### src/rtl/loteria_entrada.sv
// Input conditioning for the lottery game FSM: synchronizes and debounces the
// board buttons/switches and turns them into clean insert/finish strobes.
module loteria_entrada #(
  parameter int unsigned DEBOUNCE_CYCLES = 4,
  parameter int unsigned NUM_DIGITS      = 5,
  parameter int unsigned MAX_DIGIT       = 9
) (
  input  logic       clk,
  input  logic       reset,
  input  logic [3:0] sw_num,
  input  logic       btn_insert,
  input  logic       btn_finish,
  output logic [3:0] num,
  output logic       insert,
  output logic       finish,
  output logic [2:0] digit_count,
  output logic       full,
  output logic       err
);

  localparam int unsigned CNT_W = $clog2(DEBOUNCE_CYCLES + 1);
  localparam int unsigned NB    = 2;
  localparam int unsigned BI    = 0;
  localparam int unsigned BF    = 1;

  typedef enum logic {
    S_COLLECT = 1'b0,
    S_FULL    = 1'b1
  } state_e;

  logic [3:0]       sw_s1_q, sw_s2_q;
  logic [NB-1:0]    btn_s1_q, btn_s2_q;
  logic [NB-1:0]    deb_q, deb_d, deb_prev_q;
  logic [NB-1:0]    press_c;
  logic [CNT_W-1:0] cnt_q [NB];
  logic [CNT_W-1:0] cnt_d [NB];

  state_e     state_q, state_d;
  logic [3:0] num_q, num_d;
  logic       insert_q, insert_d;
  logic       finish_q, finish_d;
  logic [2:0] count_q, count_d;
  logic       full_q, full_d;
  logic       err_q, err_d;

  // Buttons reset to "pressed" so a button held through reset never makes an event
  always_ff @(posedge clk) begin
    if (reset) begin
      sw_s1_q  <= '0;
      sw_s2_q  <= '0;
      btn_s1_q <= '1;
      btn_s2_q <= '1;
    end else begin
      sw_s1_q  <= sw_num;
      sw_s2_q  <= sw_s1_q;
      btn_s1_q <= {btn_finish, btn_insert};
      btn_s2_q <= btn_s1_q;
    end
  end

  // Level flips on the DEBOUNCE_CYCLES-th consecutive differing sample
  always_comb begin
    deb_d = deb_q;
    for (int i = 0; i < NB; i++) begin
      cnt_d[i] = '0;
      if (btn_s2_q[i] != deb_q[i]) begin
        if (cnt_q[i] == CNT_W'(DEBOUNCE_CYCLES - 1)) begin
          deb_d[i] = btn_s2_q[i];
        end else begin
          cnt_d[i] = cnt_q[i] + CNT_W'(1);
        end
      end
    end
  end

  always_ff @(posedge clk) begin
    if (reset) begin
      deb_q      <= '1;
      deb_prev_q <= '1;
      for (int i = 0; i < NB; i++) cnt_q[i] <= '0;
    end else begin
      deb_q      <= deb_d;
      deb_prev_q <= deb_q;
      for (int i = 0; i < NB; i++) cnt_q[i] <= cnt_d[i];
    end
  end

  assign press_c = deb_q & ~deb_prev_q;

  always_ff @(posedge clk) begin
    if (reset) begin
      state_q  <= S_COLLECT;
      num_q    <= '0;
      insert_q <= 1'b0;
      finish_q <= 1'b0;
      count_q  <= '0;
      full_q   <= 1'b0;
      err_q    <= 1'b0;
    end else begin
      state_q  <= state_d;
      num_q    <= num_d;
      insert_q <= insert_d;
      finish_q <= finish_d;
      count_q  <= count_d;
      full_q   <= full_d;
      err_q    <= err_d;
    end
  end

  // Ticket sequencing; in FULL a colliding insert still flags err while finish is served
  always_comb begin
    state_d  = state_q;
    num_d    = num_q;
    insert_d = 1'b0;
    finish_d = 1'b0;
    count_d  = count_q;
    err_d    = err_q;
    case (state_q)
      S_COLLECT: begin
        if (press_c[BI]) begin
          if (sw_s2_q <= 4'(MAX_DIGIT)) begin
            num_d    = sw_s2_q;
            insert_d = 1'b1;
            count_d  = count_q + 3'(1);
            err_d    = 1'b0;
            if (count_d == 3'(NUM_DIGITS)) state_d = S_FULL;
          end else begin
            err_d = 1'b1;
          end
        end
      end
      S_FULL: begin
        if (press_c[BI]) err_d = 1'b1;
        if (press_c[BF]) begin
          finish_d = 1'b1;
          count_d  = '0;
          state_d  = S_COLLECT;
        end
      end
      default: state_d = S_COLLECT;
    endcase
    full_d = (state_d == S_FULL);
  end

  assign num         = num_q;
  assign insert      = insert_q;
  assign finish      = finish_q;
  assign digit_count = count_q;
  assign full        = full_q;
  assign err         = err_q;

endmodule

### config.mk
export PLATFORM = sky130hd
export DESIGN_NAME = loteria_entrada
export DESIGN_NICKNAME = d
export VERILOG_FILES = /design/src/rtl/loteria_entrada.sv
export SDC_FILE = /design/constraint.sdc
export NUM_CORES = 1
export LEC_CHECK = 0
export BUFFER_PORTS_ARGS = -buffer_cell sky130_fd_sc_hd__buf_2
export CAP_MARGIN = 5
export CORE_MARGIN = 3
export CORE_UTILIZATION = 57
export CTS_BUF_LIST = sky130_fd_sc_hd__clkbuf_16
export DETAILED_ROUTE_END_ITERATION = 8
export PLACE_DENSITY = 0.9
export SYNTH_ARGS = -nofsm -noshare
export SYNTH_HDL_FRONTEND = slang
export SYNTH_SLANG_ARGS = --single-unit
export TNS_END_PERCENT = 30
### constraint.sdc
create_clock -name clk -period 3.4 [get_ports clk]
set_input_delay 0 -clock clk [delete_from_list [all_inputs] [get_ports clk]]
set_output_delay 0 -clock clk [all_outputs]
set_load 0.01 [all_outputs]
; ---- After elaboration in Yosys (flattened, before gate mapping)
; Memories as Yosys holds them, arrays and structs flattened.
; Cells that the tools add are included.
[word_totals]
ff_bits = 27
mem_bits_rw = 6
inputBits = 8
out_inout_bits = 11
word_cells = 64
mem_count = 1
[classes]
add_sub_neg = 3
n_lt_le_gt_ge = 1
n_eq_ne = 9
mux = 24
bitwise = 6
n_reduce_logical = 7
[mem_list]
columns = memory, depth, width, read_ports, rd_ports_with_merged_regs, write_ports, line
row1 = cnt_q, 2, 3, 2, 0, 2, 35  ; logic [CNT_W-1:0] cnt_q [NB];
[ops]
columns = cell, count
row1 = $mux W3, 9
row2 = $mux W1, 12
row3 = $add A3 B1 Y3 const B, 3
row4 = $ne A2 B2 Y1 const B, 4
row5 = $eq A3 B2 Y1 const B, 2
row6 = $pmux W3 S2, 1
row7 = $reduce_and A2 Y1, 3
row8 = $reduce_and A3 Y1, 2
row9 = $le A4 B4 Y1 const B, 1
row10 = $pmux W1 S2, 2
row11 = $eq A3 B3 Y1 const B, 1
row12 = $reduce_or A3 Y1, 1
row13 = $and A2 B2 Y2, 1
row14 = $ne A1 B1 Y1, 2
row15 = $not A1 Y1, 2
row16 = $not A2 Y2, 1
row17 = $or A1 B1 Y1, 2
row18 = $reduce_or A2 Y1, 1

; ---- Logic depth before layout (Yosys ltp)
; Gate-level depths: netlist of the first run.
[logic_depth]
word_depth = 6
ltp_mapped = 4
depth_no_buf = 4

; ---- Least setup slack after synthesis of the first run
; Ideal clock, no wire load.
[synth_path]
path_type = register to register
from = reg full (netlist name)
to = reg count_q[1] (netlist: digit_count[1])
setup_time_ns = 0.132
arrival_ns = 1.109
required_time_ns = 3.268
setup_slack_ns = 2.159
stages_incl_launch_ff = 5
n_path_buf = 1
synth_period_minus_slack_ns = 1.241
path_cell_list = dfxtp_1 or3b_1 buf_6 o211ai_1 a21oi_1
[synth_lines]
columns = element, line
row1 = end signal: assignment, 104  ; count_q <= count_d;
row2 = end: declaration, 42  ; logic [2:0] count_q, count_d;

; ---- Worst setup path in the final report of the first run
[layout_path]
from = reg sw_s2_q[1]
to = reg full_q (netlist: full)
[layout_via]
elab_chain_cells = 4
[layout_lines]
columns = element, line
row1 = start: declaration, 31  ; logic [3:0] sw_s1_q, sw_s2_q;
row2 = start signal: assignment, 55  ; sw_s2_q <= sw_s1_q;
row3 = $le A4 B4 Y1, 121  ; if (sw_s2_q <= 4'(MAX_DIGIT)) begin
row4 = $mux W1, 121
row5 = $mux W1, 120  ; if (press_c[BI]) begin
row6 = $pmux W1 S2, 118  ; case (state_q)
row7 = end signal: assignment, 105  ; full_q <= full_d;
row8 = end: declaration, 43  ; logic full_q, full_d;
; Every way passes these cells.
; A chain may end at the register's enable or synchronous reset.

==> results.yml, run 1 <==
cells_and_area:
  layout_commonest_cell: "dfxtp_1"
  fillers: 121
  layout-drive-gt1-share_pct: 20.3
  diodes: 0
  syn2layout_area_growth_pct: 25.6
  multi_input_area_um2: 453
  nets: 156
  stdcell_count: 168
  regArea_um2: 661
  final_cell_mix: "dfxtp_1, buf_2, inv_1"
die:
  pin_count: 19
  floorplan.initialDensity_pct: 64.1
  die_x_um: 51.2
  die_h_um: 51.2
  num_rows: 15
  dieArea_um2: 2620
  core_um2: 1820
worst_setup_path:
  critical_path.max_stage_delay_ps: 530
  worstPathRequired_ps: 3600
  end_kind: "register"
  cp-start-kind: "register"
  worstPathCellList: "o21ai_1 -> o2111ai_1 -> a21oi_1"
  critPathBufInv: 0
  crit_type: "reg -> reg"
  worstPathArrival_ps: 1580
  critical_path.slowest_cell: "o21ai_1"
  critPathMaxFanout: 9
  cp_top_family: "compound AO/OA/AOI/OAI gates"
yosys:
  synth_warnings: 0
  synth_area_um2: 1170
  ys_types: 24
  synthCells: 114
  yosysTopAreaCell: "dfxtp_1"
  synth_top_area_share_pct: 56.7
  synth-seq-cells: 33
  synth_seq_area_share_pct: 56.7
  synth_nets: 128
  synth_area_leaders: "dfxtp_1, ha_1, nor2b_1, a21oi_1, o211ai_1"
  syn_avg_cell_area_um2: 10.2
power_and_ir_drop:
  peakVddDrop_mv: 0.539
  cellPowerDensity_nw_per_um2: 562
  leakage_uw: 0.000631
status:
  outcome: "finished, final reports clean"
global_routing:
  grt_pass1_wl_um: 3790
  antenna_found_initial: 0
  grt_overflow: 0
  grt_pass1_vias: 900
  grtUsageTotal_pct: 20.5
  grt_max_degree: 28
timing:
  worstMarginPinSlew_ps: 652
  fin_crit_ps: 1370
  min_period_over_period_pct: 40.4
  fmax_mhz: 729
  slew_viol_final: 0
  setup_tns_ps: 0
  finClkSkew_ps: 2.84
  slew_headroom_pct: 56.2
  rsz0062_at_grt: "no"
  hold_viol: 0
  layout_setup_ws_ps: 2030
  setup_violations: 0
hold_path:
  hp-class: "in -> reg"
place:
  dpl.cell_count: 154
  place_hpwl_um: 1260
  gp_congestion: 0.748
  pre_cts_ws_ps: 2080
  port_buffers: 18
detailed_routing:
  routed_wl_um: 2050
  wire_per_inst_um: 12.2
  firstDrtPassIters: 4
  ant_nets: 0
  avgViaCountPerCell: 5.15
  first_iter_violations: 10
  num_vias: 865
  drcViolationCount: 0
run:
  max-cap-violations: 0
cts:
  htree_levels: 2
  numClockSinks: 33
  cts_tree: "built"
  root_buffer: "clkbuf_16"
  clk_pin_slew_ps: 50
  cts.path.max_buffers: 2
  worstSkewPairLatency_ps: 270
  cts_made_buffers: 5
  cts_setup_buffers: 0
[report_power, final]
part	switching [uW]	total [uW]	internal, uW
clock network	142	404	262
registers	2.70	398	395
logic	9.43	22.0	12.6
[Yosys cell counts]
cell type and n:
a211oi_1 1, a21oi_1 9, buf_6 1, clkbuf_1 2, dfxtp_1 33, ha_1 6, inv_1 9, mux2i_1 1
nand2_1 3, nand3_1 6, nand3b_1 1, nor2_1 7, nor2b_1 10, nor3_1 1, nor3b_4 1, o2111ai_1 1
o211ai_1 5, o21a_1 1, o21ai_0 2, o21ai_1 4, or2_2 5, or3_1 2, or3b_1 1, xnor2_1 2
[sequential cells by signal, summed over array words and instances, names as in the netlist]
register	count
digit_count	3
deb_prev_q	2
btn_s2_q	2
full	1
err	1
cnt_q	6
deb_q	2
finish	1
insert	1
num	4
btn_s1_q	2
sw_s1_q	4
sw_s2_q	4
[kinds of logic after synthesis]
family / share of synthesized area [%]
xor+xnor: 1.50
flops: 56.7
compound gates: 11.7
fa+ha+maj: 6.44
mux: 0.858
simple gates: 18.3
buf+inv: 4.51
[worst paths after layout]
check	startpoint	endpoint	slack, ps	cells past startpoint
worst max-delay path	sw_s2_q[1]	full	2030	3
worst min-delay path	reset	sw_s2_q[0]	140	2
worst max register to register	sw_s2_q[1]	full	2030	3
worst min register to register	btn_s1_q[1]	btn_s2_q[1]	410	1
[routing by layer]
metal  track usage (%)  vias up  wire length [um]
met5                 0        -                 0
met2              36.1       27              1040
met3              8.75        7               141
li1                  -      443                 -
met1              20.4      388               818
met4              10.5        0                51
[repair_timing]
action | 4_1_cts | 5_1_grt
hold endpoints to repair | 6 | 0
hold buffers | 6 | 0
resized for setup | 0 | 0
[stage by stage]
step | instance area, um2 | util [%] | hold WS [ps] | total power (uW)
after floorplan | 1170 | - | 71.6 | 415
after CTS | 1470 | 80.5 | 138 | 831
after global routing | 1470 | 80.5 | 180 | 857
after global placement | 1270 | 69.7 | 182 | 421
final | 1470 | 80.5 | 140 | 824
after detailed placement | 1270 | 69.7 | 189 | 422
[area by class of cell]
class,instances,share of cell area [%]
clock buffer,5,8.54
clock inverter,3,0.769
inverter,9,2.31
sequential,33,45.1
timing repair buffer,24,10.2
tap,25,2.13
multi-input combinational,69,30.9
Note: power is estimated with default switching activity, not from simulation.
==> inputs of run 2 (changes only) <==
--- a/config.mk
+++ b/config.mk
@@ -5,13 +5,14 @@
 export SDC_FILE = /design/constraint.sdc
 export NUM_CORES = 1
 export LEC_CHECK = 0
+export ABC_AREA = 1
 export BUFFER_PORTS_ARGS = -buffer_cell sky130_fd_sc_hd__buf_2
 export CAP_MARGIN = 5
 export CORE_MARGIN = 3
-export CORE_UTILIZATION = 57
+export CORE_UTILIZATION = 48
 export CTS_BUF_LIST = sky130_fd_sc_hd__clkbuf_16
 export DETAILED_ROUTE_END_ITERATION = 8
-export PLACE_DENSITY = 0.9
+export PLACE_DENSITY = 0.82
 export SYNTH_ARGS = -nofsm -noshare
 export SYNTH_HDL_FRONTEND = slang
 export SYNTH_SLANG_ARGS = --single-unit
==> constraint.sdc (replaced) <==
create_clock -name clk -period 1.24 [get_ports clk]
set_input_delay 0 -clock clk [delete_from_list [all_inputs] [get_ports clk]]
set_output_delay 0 -clock clk [all_outputs]
set_load 0.01 [all_outputs]
==> results.yml, run 2 <==
timing:
  rsz0062_at_grt: "yes"
  slew_viol_final: 0
  hold_slack_ps: 111
  slew_headroom_pct: 81.6
  worstMarginPinSlew_ps: 275
  finClkSkew_ps: 6.64
  fmax_mhz: 837
  layout_setup_ws_ps: 44.6
  hold_viol: 0
  setup_violations: 0
  min_period_over_period_pct: 96.4
  fin_crit_ps: 1200
place:
  gp_congestion: 0.740
  dpl.cell_count: 175
  place_hpwl_um: 1440
  pre_cts_ws_ps: 84.9
  port_buffers: 18
yosys:
  synth_top_family_by_area: "simple AND/OR/NAND/NOR gates"
  synth-adder-area-share_pct: 6.44
  async_reset_ff_share_pct: 0
  synthCells: 130
  synth-xor-area-share_pct: 0.752
  yosys.area_share.simple_pct: 20.8
  synth_warnings: 0
  ys.flop_type: "dfxtp_1"
  yosys.cell_count.top_type: "dfxtp_1"
  yosysTopAreaCell: "dfxtp_1"
  syn_avg_cell_area_um2: 8.96
  synth_common_cells: "dfxtp_1, nor2_1, inv_1, nand2_1"
  synth_edf_count: 0
  synth_area_um2: 1160
  synth_compound_area_share_pct: 7.63
  synth_area_leaders: "dfxtp_1, nor2_1, ha_1, inv_1, nand2_1"
  synth_nets: 144
  synth_top_area_share_pct: 56.7
  ys_types: 19
  synthMuxAreaShare_pct: 0
  synth_seq_area_share_pct: 56.7
  synth-seq-cells: 33
cts:
  root_buffer: "clkbuf_16"
  cts.path.max_buffers: 2
  cts_made_buffers: 5
  cts_tree: "built"
  cts_setup_buffers: 0
  numClockSinks: 33
  worstSkewPairLatency_ps: 280
  clk_pin_slew_ps: 50
  htree_levels: 2
cells_and_area:
  largest_register: "cnt_q"
  multi_input_area_um2: 422
  layout_commonest_cell: "dfxtp_1"
  final_cell_mix: "dfxtp_1, nor2_1, inv_1"
  stdcell_count: 189
  largest_reg_flops: 6
  regArea_um2: 661
  diodes: 0
  nets: 174
  fillers: 202
  layout-drive-gt1-share_pct: 24.2
  syn2layout_area_growth_pct: 28.5
  final_util_pct: 66.4
worst_setup_path:
  cp-start-kind: "register"
  worstPathRequired_ps: 1450
  crit_type: "reg -> reg"
  worstPathArrival_ps: 1400
  end_kind: "register"
  critPathMaxFanout: 3
power_and_ir_drop:
  leakage_uw: 0.000729
  total_power_uw: 2320
  peakVddDrop_mv: 1.26
  cellPowerDensity_nw_per_um2: 1550
die:
  core_um2: 2250
  floorplan.initialDensity_pct: 51.7
  die_h_um: 55.3
  dieArea_um2: 3050
  die_x_um: 55.3
  pin_count: 19
  num_rows: 17
detailed_routing:
  wire_per_inst_um: 11.4
  firstDrtPassIters: 4
  first_iter_violations: 19
  avgViaCountPerCell: 4.86
  ant_nets: 0
  num_vias: 918
  drcViolationCount: 0
  routed_wl_um: 2150
global_routing:
  grt_max_degree: 20
  grt_overflow: 0
  antenna_found_initial: 0
  grt_pass1_wl_um: 3800
  grt_pass1_vias: 948
  grtUsageTotal_pct: 16.6
hold_path:
  hp-class: "in -> reg"
status:
  outcome: "finished, final reports clean"
run:
  max-cap-violations: 0
-- run 2: cell types whose count changed after synthesis, moves of 3 or more --
| cell | delta |
|---|---|
| nor2_1 | +14 |
| inv_1 | +11 |
| nand2_1 | +10 |
| nor2b_1 | -10 |
| o211ai_1 | -3 |
| o21ai_1 | -3 |
-- run 2: stage by stage --
| step | cell area, um2 | setup TNS, ps |
|---|---|---|
| CTS | 1490 | 0 |
| global placement | 1290 | 0 |
| detailed placement | 1290 | 0 |
| floorplan | 1160 | 0 |
| finish | 1500 | 0 |
| global route | 1500 | -12.3 |
-- run 2: critical path, stage by stage (launching register included) --
cell      delay, ps
dfxtp_1         310
ha_1            200
ha_1            200
a21oi_1         140
o211ai_1        150
nor2_1          120
-- run 2: what timing repair did --
action,4_1_cts,5_1_grt
hold buffers,6,0
endpoints found under the hold margin,6,0
endpoints found under the setup margin,0,4
resized for setup,0,2
-- run 2: metal layers --
layer  track usage [%]  up-vias  part of all wire (%)
li1                  -      463                     -
met5                 0        -                     0
met3              4.91        8                   4.1
met4              16.3        0                   4.0
met2              29.2       21                    52
met1              14.3      426                    40
-- run 2: power by group --
| group | internal, uW | total [uW] | switching (uW) |
|---|---|---|---|
| Combinational | 36.1 | 70.0 | 33.9 |
| Clock | 733 | 1160 | 426 |
| Sequential | 1080 | 1090 | 8.92 |
| Total | 1850 | 2320 | 469 |
-- run 2: area by class of cell --
class	count	area share, %
Inverter	21	5.27
Clock buffer	5	8.36
Timing Repair Buffer	25	10.5
Clock inverter	3	1.17
Multi-Input combinational cell	74	28.2
Tap cell	28	2.34
Sequential cell	33	44.1
-- run 2: logic make-up after synthesis --
family,count (synthesis)
xor+xnor,1
compound gates,16
flops,33
fa+ha+maj,6
buf+inv,23
simple gates,51
-- run 2: final timing paths --
check	startpoint	to	slack, ps	cells past startpoint
worst max register to register	cnt_q[0][0]	cnt_q[0][1]	40	5
worst max-delay path	cnt_q[0][0]	cnt_q[0][1]	40	5
worst min register to register	sw_s1_q[1]	sw_s2_q[1]	400	2
worst min-delay path	reset	deb_prev_q[1]	110	3
